## config.mk

```make
export PLATFORM = sky130hd
export DESIGN_NAME = rv_lsu
export DESIGN_NICKNAME = d
export VERILOG_FILES = /design/src/rtl/lsu_pkg.sv /design/src/rtl/lsu_align.sv /design/src/rtl/rv_lsu.sv
export SDC_FILE = /design/constraint.sdc
export NUM_CORES = 1
export LEC_CHECK = 0
export ABC_AREA = 0
export BUFFER_PORTS_ARGS = -buffer_cell sky130_fd_sc_hd__buf_4
export CORE_MARGIN = 3
export CORE_UTILIZATION = 50
export DETAILED_ROUTE_END_ITERATION = 6
export PLACE_DENSITY = 0.8
export SETUP_SLACK_MARGIN = 0.2
export SKIP_CTS_REPAIR_TIMING = 1
export SLEW_MARGIN = 20
export SYNTH_ARGS = -nofsm -noshare
export SYNTH_HDL_FRONTEND = slang
export SYNTH_HIERARCHICAL = 1
export SYNTH_SLANG_ARGS = --single-unit
```

## constraint.sdc

```tcl
create_clock -name clk -period 3.35 [get_ports clk]
set_clock_uncertainty 0.15 [all_clocks]
set_input_delay 0.67 -clock clk [delete_from_list [all_inputs] [get_ports clk]]
set_output_delay 0.67 -clock clk [all_outputs]
set_load 0.05 [all_outputs]
```

## src/rtl/lsu_pkg.sv

```systemverilog
// lsu_pkg: funct3 encodings, FSM states and decode helpers shared by rv_lsu and lsu_align.
package lsu_pkg;

    localparam logic [2:0] F3_B  = 3'b000;
    localparam logic [2:0] F3_H  = 3'b001;
    localparam logic [2:0] F3_W  = 3'b010;
    localparam logic [2:0] F3_D  = 3'b011;
    localparam logic [2:0] F3_BU = 3'b100;
    localparam logic [2:0] F3_HU = 3'b101;
    localparam logic [2:0] F3_WU = 3'b110;

    typedef enum logic [2:0] {IDLE, ISSUE, WAIT, DONE, ERR} state_t;

    // Number of byte-offset bits inside one memory word.
    function automatic int off_bits(input int xlen);
        return xlen == 64 ? 3 : 2;
    endfunction

    // log2 of the access size in bytes.
    function automatic logic [1:0] size_of(input logic [2:0] f3);
        return f3[1:0];
    endfunction

    function automatic logic legal_fun3(input logic we, input logic [2:0] f3, input logic wide);
        return we ? (f3 == F3_B || f3 == F3_H || f3 == F3_W || (wide && f3 == F3_D))
                  : (f3 == F3_B || f3 == F3_H || f3 == F3_W || f3 == F3_BU || f3 == F3_HU ||
                     (wide && (f3 == F3_D || f3 == F3_WU)));
    endfunction

endpackage

```

## src/rtl/lsu_align.sv

```systemverilog
// lsu_align: byte-lane steering for stores and lane extraction plus sign/zero extension for loads.
module lsu_align import lsu_pkg::*; #(
    parameter int XLEN = 32,
    parameter int OFF  = 2
) (
    input  logic [2:0]        fun3,
    input  logic [OFF-1:0]    off,
    input  logic [XLEN-1:0]   wdata,
    input  logic [XLEN-1:0]   rdata,
    output logic [XLEN-1:0]   wlane,
    output logic [XLEN/8-1:0] wmask,
    output logic [XLEN-1:0]   rext
);

    logic [1:0]      size;
    logic [OFF-1:0]  eoff;
    logic [XLEN-1:0] rsh;
    logic [XLEN-1:0] vmask;

    // Offsets are rounded down to the access size, so a misaligned access never spills into the next word.
    always_comb begin
        size  = size_of(fun3);
        eoff  = off & ~OFF'((1 << size) - 1);
        wmask = ~({(XLEN/8){1'b1}} << (1 << size)) << eoff;
        wlane = wdata << {eoff, 3'b000};
        rsh   = rdata >> {eoff, 3'b000};
        vmask = ~({XLEN{1'b1}} << (8 << size));
        rext  = (rsh & vmask) | ((!fun3[2] && |(rsh & vmask & ~(vmask >> 1))) ? ~vmask : '0);
    end

endmodule

```

## src/rtl/rv_lsu.sv

```systemverilog
// rv_lsu: load/store unit with lane steering, extension and a timed variable-latency memory handshake.
// Define LSU_MISALIGN_TRAP_EN to turn misaligned accesses into errors instead of rounding the offset down.
module rv_lsu import lsu_pkg::*; #(
    parameter int XLEN        = 32,
    parameter int AW          = 7,
    parameter int MEM_TIMEOUT = 16
) (
    input  logic              clk,
    input  logic              rst,
    input  logic              req_valid,
    output logic              req_ready,
    input  logic              req_we,
    input  logic [2:0]        req_fun3,
    input  logic [XLEN-1:0]   req_addr,
    input  logic [XLEN-1:0]   req_wdata,
    input  logic [4:0]        req_rd,
    output logic              resp_valid,
    output logic [XLEN-1:0]   resp_data,
    output logic [4:0]        resp_rd,
    output logic              resp_err,
    output logic              mem_req,
    output logic              mem_we,
    output logic [AW-1:0]     mem_addr,
    output logic [XLEN-1:0]   mem_wdata,
    output logic [XLEN/8-1:0] mem_wmask,
    input  logic              mem_ready,
    input  logic [XLEN-1:0]   mem_rdata,
    input  logic              mem_rvalid
);

    localparam int OFF = off_bits(XLEN);
    localparam int CW  = $clog2(MEM_TIMEOUT + 1);

    state_t            state, state_nx;
    logic [CW-1:0]     cnt;
    logic              we_q;
    logic [2:0]        f3_q;
    logic [AW-1:0]     wa_q;
    logic [OFF-1:0]    off_q;
    logic [XLEN-1:0]   wdata_q, data_q, wlane, rext;
    logic [XLEN/8-1:0] wmask;
    logic [4:0]        rd_q;
    logic              bad;

    lsu_align #(.XLEN(XLEN), .OFF(OFF)) u_align (
        .fun3(f3_q), .off(off_q), .wdata(wdata_q), .rdata(mem_rdata),
        .wlane(wlane), .wmask(wmask), .rext(rext)
    );

    always_comb begin
        bad = !legal_fun3(req_we, req_fun3, XLEN == 64);
`ifdef LSU_MISALIGN_TRAP_EN
        bad = bad || ((req_addr[OFF-1:0] & OFF'((1 << size_of(req_fun3)) - 1)) != '0);
`endif
    end

    always_ff @(posedge clk or negedge rst)
        if (!rst) state <= IDLE;
        else      state <= state_nx;

    // rvalid wins over the timeout, so data on the last permitted WAIT cycle still completes.
    always_comb begin
        state_nx = state;
        case (state)
            IDLE:    state_nx = req_valid ? (bad ? ERR : ISSUE) : IDLE;
            ISSUE:   state_nx = mem_ready ? (we_q ? DONE : WAIT) : ISSUE;
            WAIT:    state_nx = mem_rvalid ? DONE : (cnt == CW'(MEM_TIMEOUT - 1) ? ERR : WAIT);
            default: state_nx = IDLE;
        endcase
    end

    always_ff @(posedge clk or negedge rst)
        if (!rst) begin
            cnt     <= '0;
            we_q    <= 1'b0;
            f3_q    <= '0;
            wa_q    <= '0;
            off_q   <= '0;
            wdata_q <= '0;
            rd_q    <= '0;
            data_q  <= '0;
        end else begin
            if (state == IDLE && req_valid) begin
                we_q    <= req_we;
                f3_q    <= req_fun3;
                wa_q    <= req_addr[AW+OFF-1:OFF];
                off_q   <= req_addr[OFF-1:0];
                wdata_q <= req_wdata;
                rd_q    <= req_rd;
            end
            cnt <= state == WAIT ? cnt + 1'b1 : '0;
            if (state == WAIT && mem_rvalid) data_q <= rext;
        end

    always_comb begin
        req_ready  = state == IDLE;
        mem_req    = state == ISSUE;
        mem_we     = mem_req && we_q;
        mem_addr   = mem_req ? wa_q : '0;
        mem_wdata  = mem_we ? wlane : '0;
        mem_wmask  = mem_req ? wmask : '0;
        resp_valid = state == DONE || state == ERR;
        resp_err   = state == ERR;
        resp_data  = (state == DONE && !we_q) ? data_q : '0;
        resp_rd    = resp_valid ? rd_q : '0;
    end

endmodule

```

==> flow_summary.json, run 1 <==
{
  "hpwlAfterDp_um": 10500,
  "globalplace.congestion": 0.931,
  "vias": 4327,
  "rsz0062_at_grt": "false",
  "internal_power_uw": 3630,
  "detail-route-antenna-nets": 0,
  "cts.clk_slew.worst_paths_ns": 0.09,
  "hp-class": "input port to async pin",
  "io_buffers": 171,
  "max_slew_margin_pct": 57.1,
  "critPathSlowestCell": "mux4_2",
  "grt_use_total_pct": 23.4,
  "drv_cap": 0,
  "ys_ff_latch": 90,
  "clk_latency_ns": 0.36,
  "syn_area_per_cell_sq_um": 12.0,
  "grt_start_max_net_pins": 75,
  "vdd_drop_max_mv": 0.781,
  "syn_nets": 571,
  "fin_cells": 763,
  "async_flop_share_pct": 100,
  "io-pin-count": 195,
  "pwr-share-seq_pct": 31.0,
  "fp.dieW_um": 111,
  "worstSetupPathType": "flop to primary output",
  "synth_area_sq_mm": 0.00553,
  "worst_pin_slew_ns": 0.644,
  "routed_via_density": 5.67,
  "nFillCells": 856,
  "cts_buffers": 9,
  "synth-main-ff-cell": "dfrtp_1",
  "finalMaxSlewViolations": 0,
  "nNetsFinal": 734,
  "placed_cells": 741,
  "grt_pass1_vias": 4469,
  "netSwitchingPower_uw": 2850,
  "timing.fmax_mhz": 331,
  "cpMostUsedCell": "buf_4",
  "syn_to_final_growth_pct": 26.7,
  "cts_max_path_buffers": 2,
  "wl_um": 14600,
  "cp_data_required_time_ns": 2.53,
  "min_period_ns": 3.02,
  "core_sq_mm": 0.0106,
  "start_util_pct": 52.4,
  "wl_per_cell_um": 19.1,
  "synth_edf_count": 0,
  "endpoint_kind": "primary output",
  "startpoint_type": "flop",
  "finalCritPeriodShare_pct": 90.0,
  "ys_seq_area_share_pct": 40.8,
  "synth_area_leaders": "dfrtp_1 (41%), mux2_2 (10%), and2_1 (10%)",
  "multi_input_area_sq_mm": 0.00294,
  "worstSetupStartpoint": "off_q[0]",
  "first_pass_iters": 5,
  "clkPwrFrac_pct": 11.2,
  "grt_pass1_wl_um": 23500,
  "h-tree-depth": 3,
  "synth_cells": 459,
  "root_buffer": "clkbuf_8",
  "antenna_found_initial": 0,
  "cellLeakagePower_uw": 0.00331,
  "drt_iter0_drc": 258,
  "setup_viol": 0,
  "status": "complete, no violations",
  "synth_top_area_cell": "dfrtp_1",
  "drive_gt1_share_pct": 50.7,
  "crit_arrival_ns": 2.20,
  "ys_warn_count": 6,
  "rrSetupSlack_ns": 0.89,
  "row_count": 37,
  "drc": 0,
  "cts_tree": "built",
  "comb_power_share_pct": 57.8,
  "fin_tns_setup_ns": 0,
  "die_area_sq_mm": 0.0124,
  "dieHeight_um": 111,
  "num_antenna_cells": 0,
  "crit_chain": "nand2b_4 -> nor2_4 -> buf_4 -> mux4_2 -> and2_1 -> buf_4",
  "cts_sinks": 90,
  "regArea_sq_mm": 0.00225,
  "worst-path-max-fanout": 16,
  "powerDensity_mw_per_mm2": 926,
  "hold_viol_final": 0,
  "cp_slowest_stage_delay_ns": 0.49,
  "yosys.area.top_type_share_pct": 40.8,
  "r2r-start": "f3_q[1]",
  "netlist-cell-type-count": 49,
  "grt-ovfl-total": 0,
  "switching_share_pct": 44.0
}
cell usage after synthesis, types with 3 or more instances:
cell type  count
dfrtp_1       90
a21oi_1        8
a221o_1       23
inv_1          5
mux2_2        50
mux2_4        32
and3_1         9
buf_2          7
a22o_1         9
clkbuf_1      11
mux4_2        12
nor2_1        14
and2_1        88
a31oi_1        8
nand2_1       16
mux2i_1        9
buf_4          3
o21bai_1       4
o21ai_0       15
buf_12         6
buf_6          7
cells by family after synthesis:
family          Yosys count  share of synthesized area [%]
xor+xnor                  2                          0.317
simple gates            146                           16.0
buf+inv                  42                           6.34
compound gates           74                           10.8
mux                     103                           25.4
fa+ha+maj                 2                          0.453
flops                    90                           40.8
power groups by stage:
stage | clock [uW] | sequential [uW] | combinational (uW)
after floorplan | 0 | 1850 | 3020
after global placement | 0 | 1980 | 3580
after detailed placement | 0 | 2020 | 3660
after CTS | 737 | 2000 | 3680
after global routing | 785 | 2080 | 4000
final | 725 | 2010 | 3740
final timing paths:
check	endpoint	depth (start not counted)
setup reg to reg	data_q[13]	6
setup / recovery	mem_wdata[24]	6
hold / removal	data_q[4]	1
max in group asynchronous	off_q[1]	2
min in group clk	cnt[0]	1
hold reg to reg	cnt[0]	1
cell usage in the layout, fill, tap and decap left out, types with 2 or more instances in the layout:
cell type / synthesis / layout
a21oi_1: 8 / 8
a221o_1: 23 / 23
a22o_1: 9 / 9
a31oi_1: 8 / 8
and2_1: 88 / 88
and2_4: 2 / 2
and3_1: 9 / 9
buf_4: 3 / 187
clkbuf_8: 0 / 9
clkinv_4: 0 / 3
dfrtp_1: 90 / 89
ha_1: 2 / 2
inv_1: 5 / 4
inv_2: 1 / 2
inv_8: 0 / 3
mux2_2: 50 / 50
mux2_4: 32 / 32
mux2i_1: 9 / 9
mux4_2: 12 / 12
nand2_1: 16 / 16
nand2b_1: 2 / 2
nor2_1: 14 / 14
nor3_2: 1 / 2
nor3b_2: 1 / 2
o21ai_0: 15 / 15
o21bai_1: 4 / 4
metrics by stage:
step | hold WS [ns] | power, uW | util, % | worst slack [ns] | cell area [sq um]
2_1_floorplan | 0.224 | 4870 | - | 0.233 | 5530
3_3_place_gp | 0.296 | 5560 | 64.0 | 0.478 | 6760
3_5_place_dp | 0.315 | 5680 | 64.0 | 0.431 | 6760
4_1_cts | 0.00464 | 6410 | 65.8 | 0.0179 | 6950
5_1_grt | 0.00382 | 6860 | 66.3 | 0.204 | 7000
6_report | 0.0110 | 6480 | 66.3 | 0.333 | 7000
critical path, delay by kind of cell (launching register included):
family,cells,cell delay [ns]
flops,1,0.48
mux,1,0.49
simple gates,3,0.49
buf+inv,2,0.37
routing by layer:
layer	vias to the layer above	global-route usage [%]	wire length [um]	share of wire, %
met5	-	0	0	0
met4	0	6.57	384	2.6
met3	27	6.93	1200	8.3
met2	201	38.7	7200	49
met1	2117	30.1	5800	40
li1	1982	-	-	-
layout make-up:
class                   count  area share [%]
well taps                 136            2.43
flip-flops and latches     90            32.2
inverters                   6           0.322
clock inverters             7           0.983
repair buffers            188            20.3
multi-input cells         327            42.0
clock buffers               9            1.77
sequential cells by signal, summed over array words and instances, names as in the netlist:
register,cells
wdata_q,32
data_q,32
state,3
off_q,2
f3_q,3
rd_q,5
we_q,1
cnt,5
wa_q,7
Power figures use the tool's default switching activity.
==> run 2, diff against run 1 <==
==> constraint.sdc (replaced) <==
create_clock -name clk -period 3.35 [get_ports clk]
set_clock_uncertainty 0.15 [all_clocks]
set_input_delay 0.1675 -clock clk [delete_from_list [all_inputs] [get_ports clk]]
set_output_delay 0.1675 -clock clk [all_outputs]
set_load 0.05 [all_outputs]
==> run 2 against run 1 <==
Compared with the run above: die area unchanged; sequential power is essentially flat; clock power up 14%; global-route usage down 0.11 points; total power up 1.3%; flip-flop and latch count stayed put; routed wire length grew 4.8%; utilization up 4.5 points; maximum frequency shrank 3.3%; hold slack better by 0.023 ns.
==> flow_summary.json, run 2 (synthesis gave the netlist of run 1 again) <==
{
  "status": "complete, no violations",
  "utilization_pct": 70.9,
  "cts_max_path_buffers": 2,
  "antenna_found_initial": 0,
  "crit_arrival_ns": 2.80,
  "wl_um": 15300,
  "grt_pass1_wl_um": 23500,
  "r2r-start": "f3_q[1]",
  "grt_pass1_vias": 4388,
  "worst_pin_slew_ns": 0.927,
  "cts_sinks": 90,
  "io-pin-count": 195,
  "top_regs": "data_q (32), wdata_q (32), wa_q (7)",
  "hold_start": "mem_rdata[21]",
  "final_cell_mix": "buf_4 (180), dfrtp_1 (90), and2_1 (88), dlygate4sd3_1 (53), mux2_2 (50)",
  "hpwlAfterDp_um": 10300,
  "vdd_drop_max_mv": 0.717,
  "num_antenna_cells": 0,
  "endpoint_kind": "primary output",
  "r2r_cells": 5,
  "startpoint_type": "flop",
  "powerDensity_mw_per_mm2": 878,
  "io_buffers": 171,
  "syn_to_final_growth_pct": 35.3,
  "grt_busiest_layer": "met2",
  "dieHeight_um": 111,
  "drive_gt1_share_pct": 45.7,
  "worst-path-max-fanout": 32,
  "detail-route-antenna-nets": 0,
  "routed_via_density": 5.67,
  "setup_viol": 0,
  "finalCritPeriodShare_pct": 93.1,
  "grt-ovfl-total": 0,
  "placed_cells": 739,
  "fp.dieW_um": 111,
  "hp-class": "input port to flop",
  "rsz0062_at_grt": "false",
  "grtUsageMet3_pct": 5.90,
  "cellLeakagePower_uw": 0.00349,
  "cts_tree": "built",
  "final_common_cell": "buf_4",
  "root_buffer": "clkbuf_8",
  "min_period_ns": 3.12,
  "cp_data_required_time_ns": 3.03,
  "hold_end": "data_q[21]",
  "cts.clk_slew.worst_paths_ns": 0.10,
  "drt_iter0_drc": 411,
  "nNetsFinal": 779,
  "h-tree-depth": 3,
  "drc": 0,
  "row_count": 37,
  "clk_latency_ns": 0.36,
  "start_util_pct": 52.4,
  "hold_depth": 3,
  "grt_use_met1_pct": 31.7,
  "rrSetupSlack_ns": 0.77,
  "globalplace.congestion": 0.915,
  "fin_tns_setup_ns": 0,
  "reg2reg_to": "data_q[17]",
  "grt_use_total_pct": 23.3,
  "worstSetupPathType": "flop to primary output",
  "hold_viol_final": 0,
  "grt_use_met2_pct": 37.2,
  "fin_cells": 808,
  "first_pass_iters": 5,
  "wl_per_cell_um": 18.9,
  "core_sq_mm": 0.0106,
  "grt_start_max_net_pins": 74,
  "final_area_sq_mm": 0.00748,
  "drv_cap": 0,
  "max_slew_margin_pct": 38.2,
  "vias": 4578,
  "finalMaxSlewViolations": 0,
  "die_area_sq_mm": 0.0124,
  "cts_buffers": 9,
  "timing.fmax_mhz": 321,
  "post_dp_cell_area_sq_mm": 0.00673
}
-- run 2: cell count changes in the layout (fill, tap and decap cells not counted), moves of 2 or more --
cell / before / now
buf_4: 187 / 180
clkinv_2: 0 / 2
clkinv_4: 3 / 1
inv_8: 3 / 1
bufinv_16: 0 / 2
dlygate4sd3_1: 0 / 53
-- run 2: stage by stage --
step	hold slack [ns]	power (uW)	setup slack [ns]
after floorplan	-0.278	4870	0.736
after global placement	0.209	5530	0.850
after detailed placement	0.210	5640	0.841
after CTS	-0.189	6480	0.428
after global routing	0.0163	6950	0.129
final	0.0342	6570	0.231
-- run 2: worst max-delay path by stage --
stage	from	to	slack, ns	cells after the start
floorplan	state[2]	resp_rd[0]	0.74	3
global placement	f3_q[1]	mem_wdata[0]	0.85	6
detailed placement	f3_q[1]	mem_wdata[0]	0.84	6
CTS	f3_q[1]	mem_wdata[0]	0.43	6
global route	f3_q[1]	mem_wdata[22]	0.13	7
finish	f3_q[1]	mem_wdata[22]	0.23	7
-- run 2: cell type report --
cell class | instances | area [sq um]
sequential | 90 | 2250
clock buffer | 10 | 128
clock inverter | 6 | 90.1
inverter | 6 | 22.5
timing repair buffer | 233 | 1880
fill | 752 | 3080
tap | 136 | 170
multi-input combinational | 327 | 2930
-- run 2: report_power, final --
part	total, uW	leakage (uW)	switching [uW]	internal, uW
logic	3710	0.00229	1990	1720
registers	2030	0.00109	437	1590
clock network	824	0.000112	400	425
total	6570	0.00349	2830	3740
-- run 2: metal layers --
metal | up-vias | share of wire [%] | routed length (um)
met1 | 2249 | 42 | 6350
met5 | - | 0 | 0
met3 | 36 | 6.9 | 1050
li1 | 2075 | - | -
met2 | 218 | 49 | 7520
met4 | 0 | 2.5 | 375
-- run 2: critical path, stage by stage, from the launching register on --
cell     delay [ns]
dfrtp_1        0.69
buf_4          0.44
a21oi_1        0.15
inv_1          0.45
nand2_1        0.15
o21ai_0        0.15
and2_1         0.20
buf_4          0.20
